[config.mk]
export PLATFORM = sky130hd
export DESIGN_NAME = hs4_responder_flat
export DESIGN_NICKNAME = d
export VERILOG_FILES = /design/src/rtl/hs4_responder_if.sv /design/src/rtl/hs4_responder.sv /design/src/flat_wrapper.sv
export SDC_FILE = /design/constraint.sdc
export NUM_CORES = 1
export LEC_CHECK = 0
export ABC_AREA = 0
export ABC_CLOCK_PERIOD_IN_PS = 1200
export BUFFER_PORTS_ARGS = -buffer_cell sky130_fd_sc_hd__buf_2
export CELL_PAD_IN_SITES_DETAIL_PLACEMENT = 0
export CELL_PAD_IN_SITES_GLOBAL_PLACEMENT = 1
export CORE_ASPECT_RATIO = 0.9
export CORE_UTILIZATION = 33
export CTS_CLUSTER_DIAMETER = 80
export DETAILED_ROUTE_END_ITERATION = 7
export PLACE_DENSITY = 0.72
export SYNTH_ARGS = -nofsm -noshare
export SYNTH_HDL_FRONTEND = slang
export SYNTH_SLANG_ARGS = --single-unit
[constraint.sdc]
create_clock -name clk -period 1.2 [get_ports clk]
set_input_delay 0.12 -clock clk [delete_from_list [all_inputs] [get_ports clk]]
set_output_delay 0.12 -clock clk [all_outputs]
set_load 0.05 [all_outputs]
[src/rtl/hs4_responder_if.sv]
// Four-phase req/ack link carrying one payload word from initiator to responder.
interface hs4_responder_if #(
  parameter int DATA_W = 8
) ();
  logic              req_i;
  logic [DATA_W-1:0] data_i;
  logic              ack_o;

  modport master (output req_i, output data_i, input ack_o);
  modport slave  (input req_i, input data_i, output ack_o);
endinterface

[src/rtl/hs4_responder.sv]
// Passive end of a four-phase req/ack handshake with programmable ack delay and watchdog.
// Define HS4_RESP_SYNC_EN to pass req_i through a 2-flop synchroniser for an async initiator.
module hs4_responder #(
  parameter int DATA_W  = 8,
  parameter int ACK_DLY = 2,
  parameter int TOUT    = 16
) (
  input  logic              clk,
  input  logic              rst,
  hs4_responder_if.slave    link,
  input  logic              hold_i,
  input  logic              err_clr_i,
  output logic [DATA_W-1:0] data_o,
  output logic              valid_o,
  output logic              busy_o,
  output logic              err_o
);

  typedef enum logic [1:0] {
    IDLE,
    DELAY,
    ACK,
    DRAIN
  } state_t;

  // One extra count of headroom so the saturated value still satisfies the threshold.
  localparam int DLY_W    = $clog2(ACK_DLY + 2);
  localparam int TO_W     = $clog2(TOUT + 2);
  localparam bit DLY_ZERO = (ACK_DLY == 0);
  localparam bit WD_EN    = (TOUT != 0);

  state_t            r_state;
  logic [DLY_W-1:0]  r_dly_cnt;
  logic [TO_W-1:0]   r_wd_cnt;
  logic              r_ack;
  logic [DATA_W-1:0] r_data;
  logic              r_valid;
  logic              r_err;

  logic              w_req_s;
  logic [DLY_W-1:0]  w_dly_next;
  logic [TO_W-1:0]   w_wd_next;
  logic              w_dly_done;
  logic              w_wd_done;
  logic              w_err_set;

`ifdef HS4_RESP_SYNC_EN
  logic [1:0] r_sync;

  always_ff @(posedge clk) begin
    if (rst) begin
      r_sync <= 2'b00;
    end else begin
      r_sync <= {r_sync[0], link.req_i};
    end
  end

  assign w_req_s = r_sync[1];
`else
  assign w_req_s = link.req_i;
`endif

  // Saturating increments: a long hold or stuck requester must never wrap a counter.
  assign w_dly_next = (r_dly_cnt == '1) ? r_dly_cnt : r_dly_cnt + DLY_W'(1);
  assign w_wd_next  = (r_wd_cnt == '1)  ? r_wd_cnt  : r_wd_cnt + TO_W'(1);
  assign w_dly_done = (int'(w_dly_next) >= ACK_DLY);
  assign w_wd_done  = WD_EN && (int'(w_wd_next) >= TOUT);

  assign w_err_set = ((r_state == DELAY) && !w_req_s) ||
                     ((r_state == ACK) && w_req_s && w_wd_done);

  // NOTE: all state below is written with <= so every branch sees the pre-edge values.
  always_ff @(posedge clk) begin
    if (rst) begin
      r_state   <= IDLE;
      r_dly_cnt <= '0;
      r_wd_cnt  <= '0;
      r_ack     <= 1'b0;
      r_data    <= '0;
      r_valid   <= 1'b0;
      r_err     <= 1'b0;
    end else begin
      r_valid <= 1'b0;

      case (r_state)
        IDLE: begin
          if (w_req_s) begin
            r_dly_cnt <= '0;
            if (DLY_ZERO && !hold_i) begin
              r_state  <= ACK;
              r_ack    <= 1'b1;
              r_data   <= link.data_i;
              r_valid  <= 1'b1;
              r_wd_cnt <= '0;
            end else begin
              r_state <= DELAY;
            end
          end
        end

        DELAY: begin
          if (!w_req_s) begin
            r_state <= IDLE;
          end else begin
            r_dly_cnt <= w_dly_next;
            if (w_dly_done && !hold_i) begin
              r_state  <= ACK;
              r_ack    <= 1'b1;
              r_data   <= link.data_i;
              r_valid  <= 1'b1;
              r_wd_cnt <= '0;
            end
          end
        end

        ACK: begin
          if (!w_req_s) begin
            r_state <= IDLE;
            r_ack   <= 1'b0;
          end else begin
            r_wd_cnt <= w_wd_next;
            if (w_wd_done) begin
              r_state <= DRAIN;
              r_ack   <= 1'b0;
            end
          end
        end

        DRAIN: begin
          if (!w_req_s) begin
            r_state <= IDLE;
          end
        end

        default: begin
          r_state <= IDLE;
          r_ack   <= 1'b0;
        end
      endcase

      // A new error outranks a clear arriving in the same cycle.
      if (w_err_set) begin
        r_err <= 1'b1;
      end else if (err_clr_i) begin
        r_err <= 1'b0;
      end
    end
  end

  assign link.ack_o = r_ack;
  assign data_o     = r_data;
  assign valid_o    = r_valid;
  assign busy_o     = (r_state != IDLE);
  assign err_o      = r_err;

endmodule

[src/flat_wrapper.sv]
// flat-port wrapper written by rule: the top's interface ports become plain ports
module hs4_responder_flat 
#(
  parameter int DATA_W  = 8,
  parameter int ACK_DLY = 2,
  parameter int TOUT    = 16
)
  (clk, rst, hold_i, err_clr_i, data_o, valid_o, busy_o, err_o, link_req_i, link_data_i, link_ack_o);
  hs4_responder_if #(.DATA_W(DATA_W)) link_i ();
  input  logic clk;
  input  logic rst;
  input  logic hold_i;
  input  logic err_clr_i;
  output logic [DATA_W-1:0] data_o;
  output logic valid_o;
  output logic busy_o;
  output logic err_o;
  input wire logic [$bits(link_i.req_i)-1:0] link_req_i;
  input wire logic [$bits(link_i.data_i)-1:0] link_data_i;
  output wire logic [$bits(link_i.ack_o)-1:0] link_ack_o;
  assign link_i.req_i = link_req_i;
  assign link_i.data_i = link_data_i;
  assign link_ack_o = link_i.ack_o;
  hs4_responder #(.DATA_W(DATA_W), .ACK_DLY(ACK_DLY), .TOUT(TOUT)) u_core (.clk(clk), .rst(rst), .link(link_i), .hold_i(hold_i), .err_clr_i(err_clr_i), .data_o(data_o), .valid_o(valid_o), .busy_o(busy_o), .err_o(err_o));
endmodule
==> Yosys cells after proc, flatten, opt, wreduce, memory -nomap -nowiden <==
Index checks and enable logic that the tools add are counted.
{ "totals": {"regBits": 20, "inputBits": 13, "output_inout_bits": 12, "wordCells": 67} }
{ "classes": {"addsub": 2, "magnitude_cmp": 2, "eq_ne": 12, "muxes": 24, "bitwise": 2, "reduce_logical": 18} }
{ "op_table": {"columns": ["op", "n"], "rows": [
  ["$mux 5", 4],
  ["$mux 2", 9],
  ["$reduce_and 4->1", 3],
  ["$ne 2x2->1 const B", 5],
  ["$pmux 5 s2", 1],
  ["$pmux 2 s4", 1],
  ["$reduce_bool 2->1", 4],
  ["$mux 1", 7],
  ["$eq 2x2->1 const B", 3],
  ["$reduce_and 3->1", 2],
  ["$add 5x1->5 const B", 1],
  ["$eq 5x5->1 const B", 1],
  ["$ge 5x5->1 const B", 1],
  ["$logic_and 1x1->1", 4],
  ["$pmux 2 s2", 1],
  ["$ne 3x2->1 const B", 1],
  ["$ne 3x3->1 const B", 1],
  ["$reduce_or 3->1", 1],
  ["$add 2x1->2 const B", 1],
  ["$eq 2x1->1 const B", 1],
  ["$ge 2x2->1 const B", 1],
  ["$logic_not 1->1", 2],
  ["$logic_not 2->1", 1],
  ["$not 1->1", 2],
  ["other kinds (2)", 2]
]} }

==> Longest topological paths before layout <==
{ "logic_depth": {"ltp_word": 7, "depth_mapped": 4, "ltp_nobuf": 4} }

==> Worst setup path after synthesis <==
Ideal clock, no wire load.
{ "synth_path": {"path_type": "register to register", "from": "reg u_core.r_wd_cnt[0]", "to": "reg u_core.r_wd_cnt[0]", "setup_time_ps": 66, "arrival_ps": 1206, "required_time_ps": 1134, "slack_ps": -72, "stages_incl_launch_ff": 5, "n_path_buf": 0, "period_less_slack_ps": 1272, "path_cell_list": "dfxtp_1 ha_1 and4_1 or3_1 a21oi_2"} }
{ "synth_between": {"elab_chain_len": 4, "word_cells_on_any_way": 5, "classes_between": "1 x add/sub; 1 x eq/ne; 3 x mux"} }
{ "synth_lines": {"columns": ["element", "line_no", "rtl"], "rows": [
  ["start, declared", "hs4_responder.sv:34", "logic [TO_W-1:0] r_wd_cnt;"],
  ["start signal, assigned", "hs4_responder.sv:121", "r_wd_cnt <= w_wd_next;"],
  ["$add 5x1->5 / $eq 5x5->1 (equally long branches)", "hs4_responder.sv:65", "assign w_wd_next = (r_wd_cnt == '1) ? r_wd_cnt : r_wd_cnt + TO_W'(1);"],
  ["$mux 5 (*)", "hs4_responder.sv:65", null],
  ["$mux 5 (*)", "hs4_responder.sv:117", "if (!w_req_s) begin"],
  ["$pmux 5 s2 (*)", "hs4_responder.sv:85", "case (r_state)"]
]} }
Mark *: on every way between the ends. The rest lies on a longest branch, timed or not. The select of a mux whose other input is x is not followed.
A chain may end at the register's enable or synchronous reset.

==> Worst setup path after layout <==
{ "layout_path": {"from": "reg u_core.r_state[1]", "to": "out busy_o"} }
{ "layout_between": {"elab_chain_len": 1} }
{ "layout_lines": {"columns": ["element", "line_no", "rtl"], "rows": [
  ["start, declared", "hs4_responder.sv:32", "state_t r_state;"],
  ["start signal, assigned", "hs4_responder.sv:75", "r_state <= IDLE;"],
  ["start signal, assigned", "hs4_responder.sv:90", "r_state <= ACK;"],
  ["start signal, assigned", "hs4_responder.sv:96", "r_state <= DELAY;"],
  ["$reduce_bool 2->1", "hs4_responder.sv:153", "assign busy_o = (r_state != IDLE);"],
  ["end, declared", "flat_wrapper.sv:16", "output logic busy_o;"]
]} }
Every way passes these cells.

==> flow_summary_export.csv <==
group,metric,value,unit
status,outcome,"finished, violations left",
status,violations,"negative setup slack",
hold_path,hold_end,"u_core.data_o[2]",
finish,nNetsFinal,158,
finish,final_area,0.00148,sq mm
synthesis,ys_ff_latch,20,
finish,nFillCells,234,
worst_setup_path,r2r_slack,-20,ps
finish,final_common_cell,"buf_2",
synthesis,syn_inst,105,
die,chipHeight,52.7,um
die,core,0.00273,sq mm
pwr,totalPowerFinal,1.18,mW
detailed_routing,wl,2460,um
clocking,cts_hold_buf,0,
synthesis,ys_warn_count,0,
detailed_routing,drc,0,
clocking,cts-buffers-inserted,3,
run,maxCapViolations,0,
sta,skew,6.65,ps
synthesis,syn-cell-area,943,sq um
global_route,antenna_found_initial,0,
place,place_inst,173,
detailed_routing,detailroute.via_count,962,
worst_setup_path,r2r-end,"u_core.data_o[6]",
sta,fin_crit,1280,ps
synthesis,syn-num-nets,119,
die,start_util,34.6,%
sta,setup_viol,8,
detailed_routing,drt_first_iter_violations,2,
synthesis,synth_top_family_by_area,"compound AO/OA/AOI/OAI gates",
clocking,cts.reportedPaths.clkPinSlew,110,ps
sta,setup_ws,-75.8,ps
synthesis,syn-mean-instance-area,8.98,sq um
detailed_routing,wl_per_cell,13.5,um
sta,timing.final.crit_share,106,%
detailed_routing,drtAntennaViolNets,0,
global_route,overflow,0,
worst_setup_path,start_kind,"register",
clocking,cts.sinks,20,
clocking,clockBufferDepth,2,
synthesis,synthMuxAreaShare,0,%
clocking,htreeDepth,1,
die,ioPinCount,25,
synthesis,yosysSeqAreaShare,42.4,%
finish,mostFrequentLayoutCells,"buf_2 (23), dfxtp_1 (15), a21oi_1 (13)",
worst_setup_path,critical_path_class,"register to output pin",
worst_setup_path,startpoint,"u_core.r_state[1]",
sta,finalSetupTns,-178,ps
global_route,grt_pass1_wl,3640,um
worst_setup_path,crit_fanout,4,
synthesis,async_reset_ff_share,0,%
sta,fmax,784,MHz
finish,final_cells,182,
sta,rsz0062_at_grt,"yes",
clocking,cts_tree,"yes",
sta,hold_violations,0,
worst_setup_path,critPathRequiredTime,1080,ps
global_route,grt_pass1_vias,781,
worst_setup_path,worstSetupEndpointType,"output pin",
place,dp_hpwl,1600,um
detailed_routing,via_per_inst,5.29,
hold_path,min_path_type,"input port to register",
die,dieArea,0.00308,sq mm
pwr,vdd_ir_drop_max,0.527,mV
synthesis,synthAdderAreaFrac,1.33,%
global_route,grt.total_usage,15.7,%
sta,finalMaxSlewViolations,0,
clocking,insertion_delay,300,ps
pwr,p_leak,0.568,nW
finish,layout-drive-gt1-share,54.9,%
worst_setup_path,arrival,1160,ps
finish,num_antenna_cells,0,
worst_setup_path,reg2reg_depth,5,
clocking,cts-root-buf,"clkbuf_4",
synthesis,yosys.area_share.simple,25.1,%
place,gp_congestion,0.723,
die,die_w,58.4,um
sta,slew_headroom,77.3,%
synthesis,synth-xor-area-share,0,%
finish,area_growth,56.6,%
sta,worstMarginPinSlew,340,ps
worst_setup_path,r2r_start,"u_core.r_state[1]",
place,pre_cts_slack,-118,ps
global_route,grt_max_degree,18,
hold_path,hp-start,"link_data_i[2]",
place,placedInstanceArea,0.00118,sq mm
die,placementRows,18,
synthesis,synth_cell_types,35,
detailed_routing,first_pass_iters,4,
synthesis,synth_compound_area_share,26.3,%
pwr,power_density,801,mW/mm^2
place,numPortBuffers,24,
hold_path,holdPathStages,3,
synthesis,synth-edff-count,0,
synthesis,synth_flop_cell,"dfxtp_1",
[power breakdown]
group / switching (mW) / leakage (nW) / total (mW) / internal, mW
registers: 0.00611 / 0.164 / 0.675 / 0.668
clock network: 0.202 / 0.0138 / 0.319 / 0.117
logic: 0.116 / 0.390 / 0.191 / 0.0751
total: 0.324 / 0.568 / 1.18 / 0.860
[synthesized netlist by cell type, types with 3 or more instances]
master,instances,area (sq um)
dfxtp_1,20,400
nor3_1,4,20.0
nand4_1,8,50.1
nor2b_1,3,18.8
o31ai_1,9,67.6
a21oi_1,16,80.1
nor2_1,5,18.8
buf_2,4,20.0
[cell type report]
type                            count  area, sq um  area share (%)
Multi-Input combinational cell     75          688            46.6
Clock buffer                        3         22.5            1.52
Timing Repair Buffer               42          300            20.3
Sequential cell                    20          409            27.7
Inverter                            2         7.51           0.508
Tap cell                           40         50.0            3.39
[per-layer routing]
metal  part of all wire [%]  up-vias  wire, um  global-route usage [%]
met5                      0        -         0                       0
met4                   0.49        0        12                    4.76
met3                    2.4        2        60                    2.96
met2                     48       14      1180                    22.2
met1                     49      469      1210                    23.6
li1                       -      477         -                       -
[flip-flops by register name, indices dropped and copies added (netlist names)]
signal and count:
u_core.r_dly_cnt 2, u_core.link.ack_o 1, u_core.data_o 8, u_core.r_wd_cnt 5, u_core.valid_o 1, u_core.err_o 1
u_core.r_state 2
[through the flow]
stage | hold slack [ps] | utilization [%]
after floorplan | 270 | -
after global placement | 381 | 43.3
after detailed placement | 391 | 43.3
after CTS | 62.6 | 48.3
after global routing | 88.3 | 54.2
final | 68.2 | 54.2
[how the worst max path moves through the flow]
stage                    endpoint  slack [ps]  depth (start not counted)
2_1_floorplan  u_core.r_wd_cnt[0]          30                          4
3_3_place_gp     u_core.data_o[1]         -80                          3
3_5_place_dp     u_core.data_o[3]        -120                          3
4_1_cts                    busy_o         -80                          3
5_1_grt                    busy_o        -100                          3
6_report                   busy_o         -80                          3
[kinds of logic (layout without fill, tap and decap cells)]
group / Yosys count / after routing
AO/OA/AOI/OAI: 37 / 37
AND/OR/NAND/NOR: 37 / 37
flip-flops: 20 / 20
buffers and inverters: 10 / 47
adder cells (fa/ha/maj): 1 / 1
[repair_timing]
item / in CTS / in global routing
setup endpoints to repair: 15 / 18
pin swaps: 4 / 20
setup buffers: 5 / 2
cloned: 0 / 0
gates resized for setup: 19 / 29
[critical path: stages (launching register included)]
cell	delay, ps
dfxtp_4	380
buf_6	110
or2_4	220
buf_8	150
Power figures use the tool's default switching activity.
